==> src/rtl/matmul_sched.sv <==
// Sequencer for the 4x4 systolic matmul FU: latches an A/B pair, feeds skewed lanes, gathers result rows.
// Command port stalls (cmd_ready=0) while busy; the result is held in DONE until res_ready.
module matmul_sched #(
   parameter int DW      = 32,
   parameter int TIMEOUT = 32
) (
   input  logic                clk,
   input  logic                rst,
   input  logic                cmd_valid,
   output logic                cmd_ready,
   input  logic [16*DW-1:0]    cmd_a_flat,
   input  logic [16*DW-1:0]    cmd_b_flat,
   output logic                fu_start,
   output logic [3:0]          fu_counter,
   output logic [4*DW-1:0]     fu_inA_flat,
   output logic [4*DW-1:0]     fu_inB_flat,
   input  logic                fu_output_rdy,
   input  logic [4*DW-1:0]     fu_outD_flat,
   output logic                res_valid,
   input  logic                res_ready,
   output logic [16*DW-1:0]    res_flat,
   output logic                busy,
   output logic                err_timeout
);

   localparam int TW = $clog2(TIMEOUT + 1);

   typedef enum logic [1:0] {IDLE, START, RUN, DONE} state_t;

   state_t              state_q;
   logic                sub_q;
   logic [3:0]          cnt_q;
   logic [1:0]          idx_q;
   logic [TW-1:0]       run_cnt_q;
   logic [16*DW-1:0]    a_q;
   logic [16*DW-1:0]    b_q;
   logic [4*DW-1:0]     row_q [4];
   logic                err_q;

   // Word 0 of a packed matrix sits in the MSBs.
   function automatic logic [DW-1:0] word(input logic [16*DW-1:0] m, input int w);
      return m[(15-w)*DW +: DW];
   endfunction

   always_ff @(posedge clk) begin
      if (rst) begin
         state_q   <= IDLE;
         sub_q     <= 1'b0;
         cnt_q     <= 4'd0;
         idx_q     <= 2'd0;
         run_cnt_q <= '0;
         a_q       <= '0;
         b_q       <= '0;
         err_q     <= 1'b0;
         for (int r = 0; r < 4; r++) row_q[r] <= '0;
      end else begin
         err_q <= 1'b0;
         case (state_q)
            IDLE: begin
               if (cmd_valid) begin
                  a_q     <= cmd_a_flat;
                  b_q     <= cmd_b_flat;
                  idx_q   <= 2'd0;
                  sub_q   <= 1'b0;
                  cnt_q   <= 4'd0;
                  state_q <= START;
               end
            end
            START: begin
               sub_q <= 1'b1;
               if (sub_q) begin
                  state_q   <= RUN;
                  cnt_q     <= 4'd1;
                  run_cnt_q <= '0;
               end
            end
            RUN: begin
               if (cnt_q != 4'd15) cnt_q <= cnt_q + 4'd1;
               run_cnt_q <= run_cnt_q + TW'(1);
               if (fu_output_rdy) begin
                  row_q[idx_q] <= fu_outD_flat;
                  idx_q        <= idx_q + 2'd1;
               end
               // A fourth row arriving on the expiry cycle still completes the job.
               if (fu_output_rdy && idx_q == 2'd3) begin
                  state_q <= DONE;
                  cnt_q   <= 4'd0;
               end else if (run_cnt_q == TW'(TIMEOUT - 1)) begin
                  state_q <= IDLE;
                  err_q   <= 1'b1;
                  cnt_q   <= 4'd0;
               end
            end
            DONE: begin
               if (res_ready) state_q <= IDLE;
            end
            default: state_q <= IDLE;
         endcase
      end
   end

   // Lane i carries A[i][k] and B[k][i] with k = 4+i-c while c is in [i+1, i+4].
   always_comb begin
      fu_inA_flat = '0;
      fu_inB_flat = '0;
      for (int i = 0; i < 4; i++) begin
         if (state_q == RUN && cnt_q >= 4'(i + 1) && cnt_q <= 4'(i + 4)) begin
            fu_inA_flat[(3-i)*DW +: DW] = word(a_q, 4*i + (4 + i - int'(cnt_q)));
            fu_inB_flat[(3-i)*DW +: DW] = word(b_q, 4*(4 + i - int'(cnt_q)) + i);
         end
      end
   end

   assign cmd_ready   = (state_q == IDLE);
   assign busy        = (state_q != IDLE);
   assign fu_start    = (state_q == START);
   assign res_valid   = (state_q == DONE);
   assign fu_counter  = cnt_q;
   assign err_timeout = err_q;
   assign res_flat    = {row_q[0], row_q[1], row_q[2], row_q[3]};

endmodule
==> config.mk <==
export PLATFORM = sky130hd
export DESIGN_NAME = matmul_sched
export DESIGN_NICKNAME = d
export VERILOG_FILES = /design/src/rtl/matmul_sched.sv
export SDC_FILE = /design/constraint.sdc
export NUM_CORES = 2
export LEC_CHECK = 0
export CAP_MARGIN = 5
export CORE_AREA = 5 5 748 750
export DETAILED_ROUTE_END_ITERATION = 8
export DIE_AREA = 0 0 753 755
export HOLD_SLACK_MARGIN = 0.1
export MAX_ROUTING_LAYER = met4
export SLEW_MARGIN = 40
export SYNTH_ARGS = -nofsm -noshare
export SYNTH_HDL_FRONTEND = slang
export SYNTH_SLANG_ARGS = --single-unit
==> constraint.sdc <==
create_clock -name clk -period 8.9 [get_ports clk]
set_clock_uncertainty 0.2 [all_clocks]
set_input_delay 1.335 -clock clk [delete_from_list [all_inputs] [get_ports clk]]
set_output_delay 1.335 -clock clk [all_outputs]
set_load 0.01 [all_outputs]
# Word-level counts from Yosys, hierarchy flattened

Memory sizes are Yosys's and may differ from the RTL's.
Cells that the tools add are included.

Bits in registers: 1040
RAM bits: 512
Input bits: 1157
Output and inout port bits: 777
Word-level logic and storage cells: 119
Memories kept: 1

Add/subtract/negate cells: 21
Order comparisons: 8
Equal/unequal tests: 12
Shift-type cells: 8
Multiplexer cells: 37
Bitwise operators: 1
Reductions and logical operators: 23

Memory list:

| name  | depth | bits a word | read ports | clocked after Yosys merged registers in | wr ports | RTL line | source |
|---|---|---|---|---|---|---|---|
| row_q | 4     | 128         | 4          | 0                                       | 4        | 37       | `logic [4*DW-1:0] row_q [4];` |

Operators by type and width:

| operator                                                          | count |
|---|---|
| indexed part select 512 x 32 -> 32 bit                            | 4 |
| indexed part select 512 x 14 -> 32 bit                            | 3 |
| indexed part select 512 x 13 -> 32 bit                            | 1 |
| two-way mux 32 bit                                                | 8 |
| two-way mux 128 bit                                               | 1 |
| OR reduction 128 bit                                              | 1 |
| subtractor 5 x 27 -> 27 bit, first input constant                 | 3 |
| subtractor 5 x 8 -> 9 bit, first input constant                   | 3 |
| two-way mux 4 bit                                                 | 5 |
| subtractor 3 x 4 -> 5 bit, first input constant                   | 4 |
| adder 7 x 3 -> 8 bit, second input constant                       | 2 |
| <= comparator 4 x 3 -> 1 bit, second input constant               | 4 |
| two-way mux 2 bit                                                 | 8 |
| adder 5 x 5 -> 6 bit, first input constant                        | 2 |
| one-hot mux 4 bit (3 select lines)                                | 1 |
| one-hot mux 6 bit (2 select lines)                                | 1 |
| logical AND 1 bit                                                 | 9 |
| two-way mux 1 bit                                                 | 9 |
| adder 7 x 2 -> 8 bit, second input constant                       | 1 |
| greater-or-equal comparator 4 x 2 -> 1 bit, second input constant | 2 |
| != test 4 bit, second input constant                              | 2 |
| one-hot mux 2 bit (4 select lines)                                | 1 |
| AND reduction 4 bit                                               | 2 |
| nonzero test 2 bit                                                | 4 |
| 23 further kinds                                                  | 29 |

# Longest topological paths before layout

Depth after elaboration: 6
Depth in mapped cells: 12
Gate-level depth less buffers: 10

# Worst setup path after synthesis

OpenSTA, ideal clock, no wires.

Kind: in2reg
Start: input rst
End: memory row_q[3][0] in the netlist's numbering (enable)
Library setup time: 0.496 ns
Data arrival time: 4.657 ns
Required time: 8.204 ns
Path slack: 3.547 ns
Stages on the path: 3
Path buffers: 2
Path through: clkbuf_1 -> clkbuf_1 -> a41o_1

RTL lines:

| item        | RTL line | source |
|---|---|---|
| from (decl) | 8        | `input logic rst,` |
| to (decl)   | 37       |  |

# Final worst setup path

Start: register cnt_q[3] (netlist: fu_counter[3])
End: output fu_inA_flat[38]

Cells in the longest elaborated chain, start to end: 5
Elaborated cells on any way between the ends: 9
Classes of those cells: add/sub (3); order compare (2); shift (1); mux (1); reduce/logical (2)

RTL lines:

| item                                   | RTL line | source |
|---|---|---|
| from (decl)                            | 32       | `logic [3:0] cnt_q;` |
| from (signal assigned)                 | 78       | `if (cnt_q != 4'd15) cnt_q <= cnt_q + 4'd1;` |
| subtractor 3 x 4 -> 5 bit              | 108      | `fu_inA_flat[(3-i)*DW +: DW] = word(a_q, 4*i + (4 + i - int'(cnt_q)));` |
| adder 5 x 5 -> 6 bit                   | 108      |  |
| subtractor 5 x 27 -> 27 bit            | 42       | `return m[(15-w)*DW +: DW];` |
| indexed part select 512 x 32 -> 32 bit | 42       |  |
| two-way mux 32 bit *                   | 107      | `if (state_q == RUN && cnt_q >= 4'(i + 1) && cnt_q <= 4'(i + 4)) begin` |
| to (decl)                              | 15       | `output logic [4*DW-1:0] fu_inA_flat,` |

Mark *: on every way between the ends. The rest lies on a longest branch, timed or not.

==> out/metrics.cfg <==
[timing]
fmax_mhz=139
layout_setup_ws_ns=1.70
setup_viol=0
worst_pin_slew_ns=0.983
tns_ns=0
holdWs_ns=0.251
finalCritPeriodShare_pct=80.9
slew-limit-headroom_pct=34.3
fin_crit_ns=7.20
rsz0062_at_grt=false
hold_viol=0
slew_violations=0

[logic_synthesis]
synth.most_common_cell=nand2_1
ys_types=62
synth_commonest_cells=2083 x nand2_1, 1101 x a21oi_1, 1040 x dfxtp_1, 614 x mux4_2, 516 x and2_1
synth_area_per_cell_um2=10.4
yosys.area.top_type=dfxtp_1
ys_warn_count=0
synth_flop_cell=dfxtp_1
ys_ff_latch=1552
async_reset_ff_share_pct=0
netlist_instances=7210
syn-num-nets=8388
synth.top_cell.area_share_pct=27.8
syn_area_mm2=0.0748
synth.area.top_cells=dfxtp_1 28%, edfxtp_1 21%, mux4_2 18%
synth_edf_count=512
seq_area_frac_synth_pct=48.4

[clock_tree]
cts_resized=0
ctsHoldBuffers=0
cts_tree=yes
h-tree-depth=4
cts_root_buf=clkbuf_16
clk_latency_ns=0.92
post-cts-setup-buffers=0
cts_buffers=199
cts.reportedPaths.clkPinSlew_ns=0.06
cts.path.max_buffers=4
numClockSinks=1552

[floorplanning]
rows=273
die_y_um=755
io_pins=1934
die_area_mm2=0.569
die-width_um=753
start_util_pct=13.6
core_area_mm2=0.552

[critical_path]
crit_type=register to output pin
critPathMaxStageDelay_ns=0.77
crit_path_end_kind=output pin
path_cells=inv_1, ha_1, o21bai_1, ha_1, nor2b_1, o2111ai_1, or3_2, buf_4, o221ai_1, clkdlybuf4s50_1
critPathSlowestCell=o221ai_1
worstPathArrival_ns=5.67
start_kind=register
critPathRequiredTime_ns=7.36
path_delay_family=buffers and inverters
critPathBufInv=3
critPathMostFrequentCell=ha_1
critPathMaxFanout=19

[drt]
antenna_left=0
drt-wirelength-per-cell_um=32.5
drc=0
routed_via_density=4.11
wirelength_um=550000
dr.pass1.iters=6
vias=69500
dr.first_iter.drc_count=8524

[grt]
overflow=0
grt_pass1_vias=65000
grt_first_pass_wirelength_um=695000
grt_antenna_before_repair=277
grt_max_degree=164
grt.total_usage_pct=19.0

[placement]
hpwlAfterDp_um=449000
dp_cells=15900
port_buffers=1933
place.gp.congestion=1.10
post-place-ws_ns=2.33
placed_area_mm2=0.102

[worst_hold_path]
hold_path_class=register to register

[finish]
fin_cells=16900
fin_area_mm2=0.110
post-route-util_pct=20.0
area_delta_synth_final_pct=47.4
seqCellArea_mm2=0.0362
n_fill_cell=60200
drive_gt1_share_pct=13.5
multiInputGateArea_mm2=0.0359
nets=10000

[pwr]
powerDensity_mw_per_mm2=224
vdd_ir_drop_max_mv=0.208
p_leak_nw=36.0
power_mw=24.7

[flow_run]
cap_violations=0

[run_status]
outcome=finished, final reports clean

flip-flops by register name (all words and copies together), names as in the netlist:
register	flops
a_q	512
b_q	512
err_timeout	1
fu_counter	4
idx_q	2
row_q	512
run_cnt_q	6
state_q	2
sub_q	1
placed cells by master (no fill, tap or decap), types with 6 or more instances in the layout:
cell type        instances
nand2_1               2082
clkdlybuf4s50_1       1876
a21oi_1               1098
dfxtp_1               1037
mux4_2                 614
diode_2                610
and2_1                 513
edfxtp_1               512
clkbuf_16              202
a22oi_1                151
nor2b_1                129
mux2i_1                103
buf_4                   89
o21ai_0                 62
buf_2                   55
o22ai_1                 43
clkinv_2                35
clkbuf_1                35
o211ai_1                28
buf_12                  28
mux2_2                  27
clkbuf_8                25
o221ai_1                20
ha_1                    20
bufinv_16               17
nor2_1                  15
nor2b_4                 14
inv_1                   13
clkinvlp_4              13
inv_6                   11
clkinv_1                10
buf_16                  10
buf_6                   10
clkinv_4                 8
a221oi_1                 6
clkinv_16                6
per-layer routing:
layer / vias to the layer above / GRT usage [%] / part of all wire (%)
met2: 4206 / 27.1 / 42
met4: 0 / 10.3 / 6.4
met1: 34800 / 21.2 / 37
li1: 29600 / - / -
met5: - / - / 0
met3: 893 / 10.1 / 14
final timing paths:
| kind | startpoint | to | slack, ns | depth (start not counted) |
|---|---|---|---|---|
| max | fu_counter[3] | fu_inA_flat[38] | 1.70 | 10 |
| min | b_q[95] | b_q[95] | 0.25 | 2 |
| max reg2reg | state_q[0] | row_q[0][97] | 4.98 | 9 |
| min reg2reg | b_q[95] | b_q[95] | 0.25 | 2 |
report_power, final:
| part | internal [mW] | leakage, nW | total, mW | switching, mW |
|---|---|---|---|---|
| registers | 8.26 | 13.8 | 9.33 | 1.07 |
| clock network | 4.90 | 3.29 | 8.54 | 3.64 |
| logic | 2.72 | 18.9 | 6.88 | 4.16 |
| total | 15.9 | 36.0 | 24.7 | 8.87 |
final cells by class:
cell class                 instances  area share, %
antenna                          610           1.38
clock buffer                     263           5.02
clock inverter                   103           1.11
inverter                          14         0.0488
multi-input combinational       5006           32.6
sequential                      1552           32.8
tap                             7287           8.27
timing repair buffer            2070           18.8
logic make-up after synthesis:
logic type               synth area share (%)
buffers and inverters                    3.84
adder cells (fa/ha/maj)                 0.351
multiplexers                             20.3
flip-flops                               48.4
AND/OR/NAND/NOR                          16.5
XOR/XNOR                               0.0703
AO/OA/AOI/OAI                            10.5
tightest hold or removal path, stage by stage (launching register included):
cell and delay [ns]:
dfxtp_1 0.30, nand2_1 0.05, a21oi_1 0.05
No activity file was read; power rests on OpenSTA's default activity.
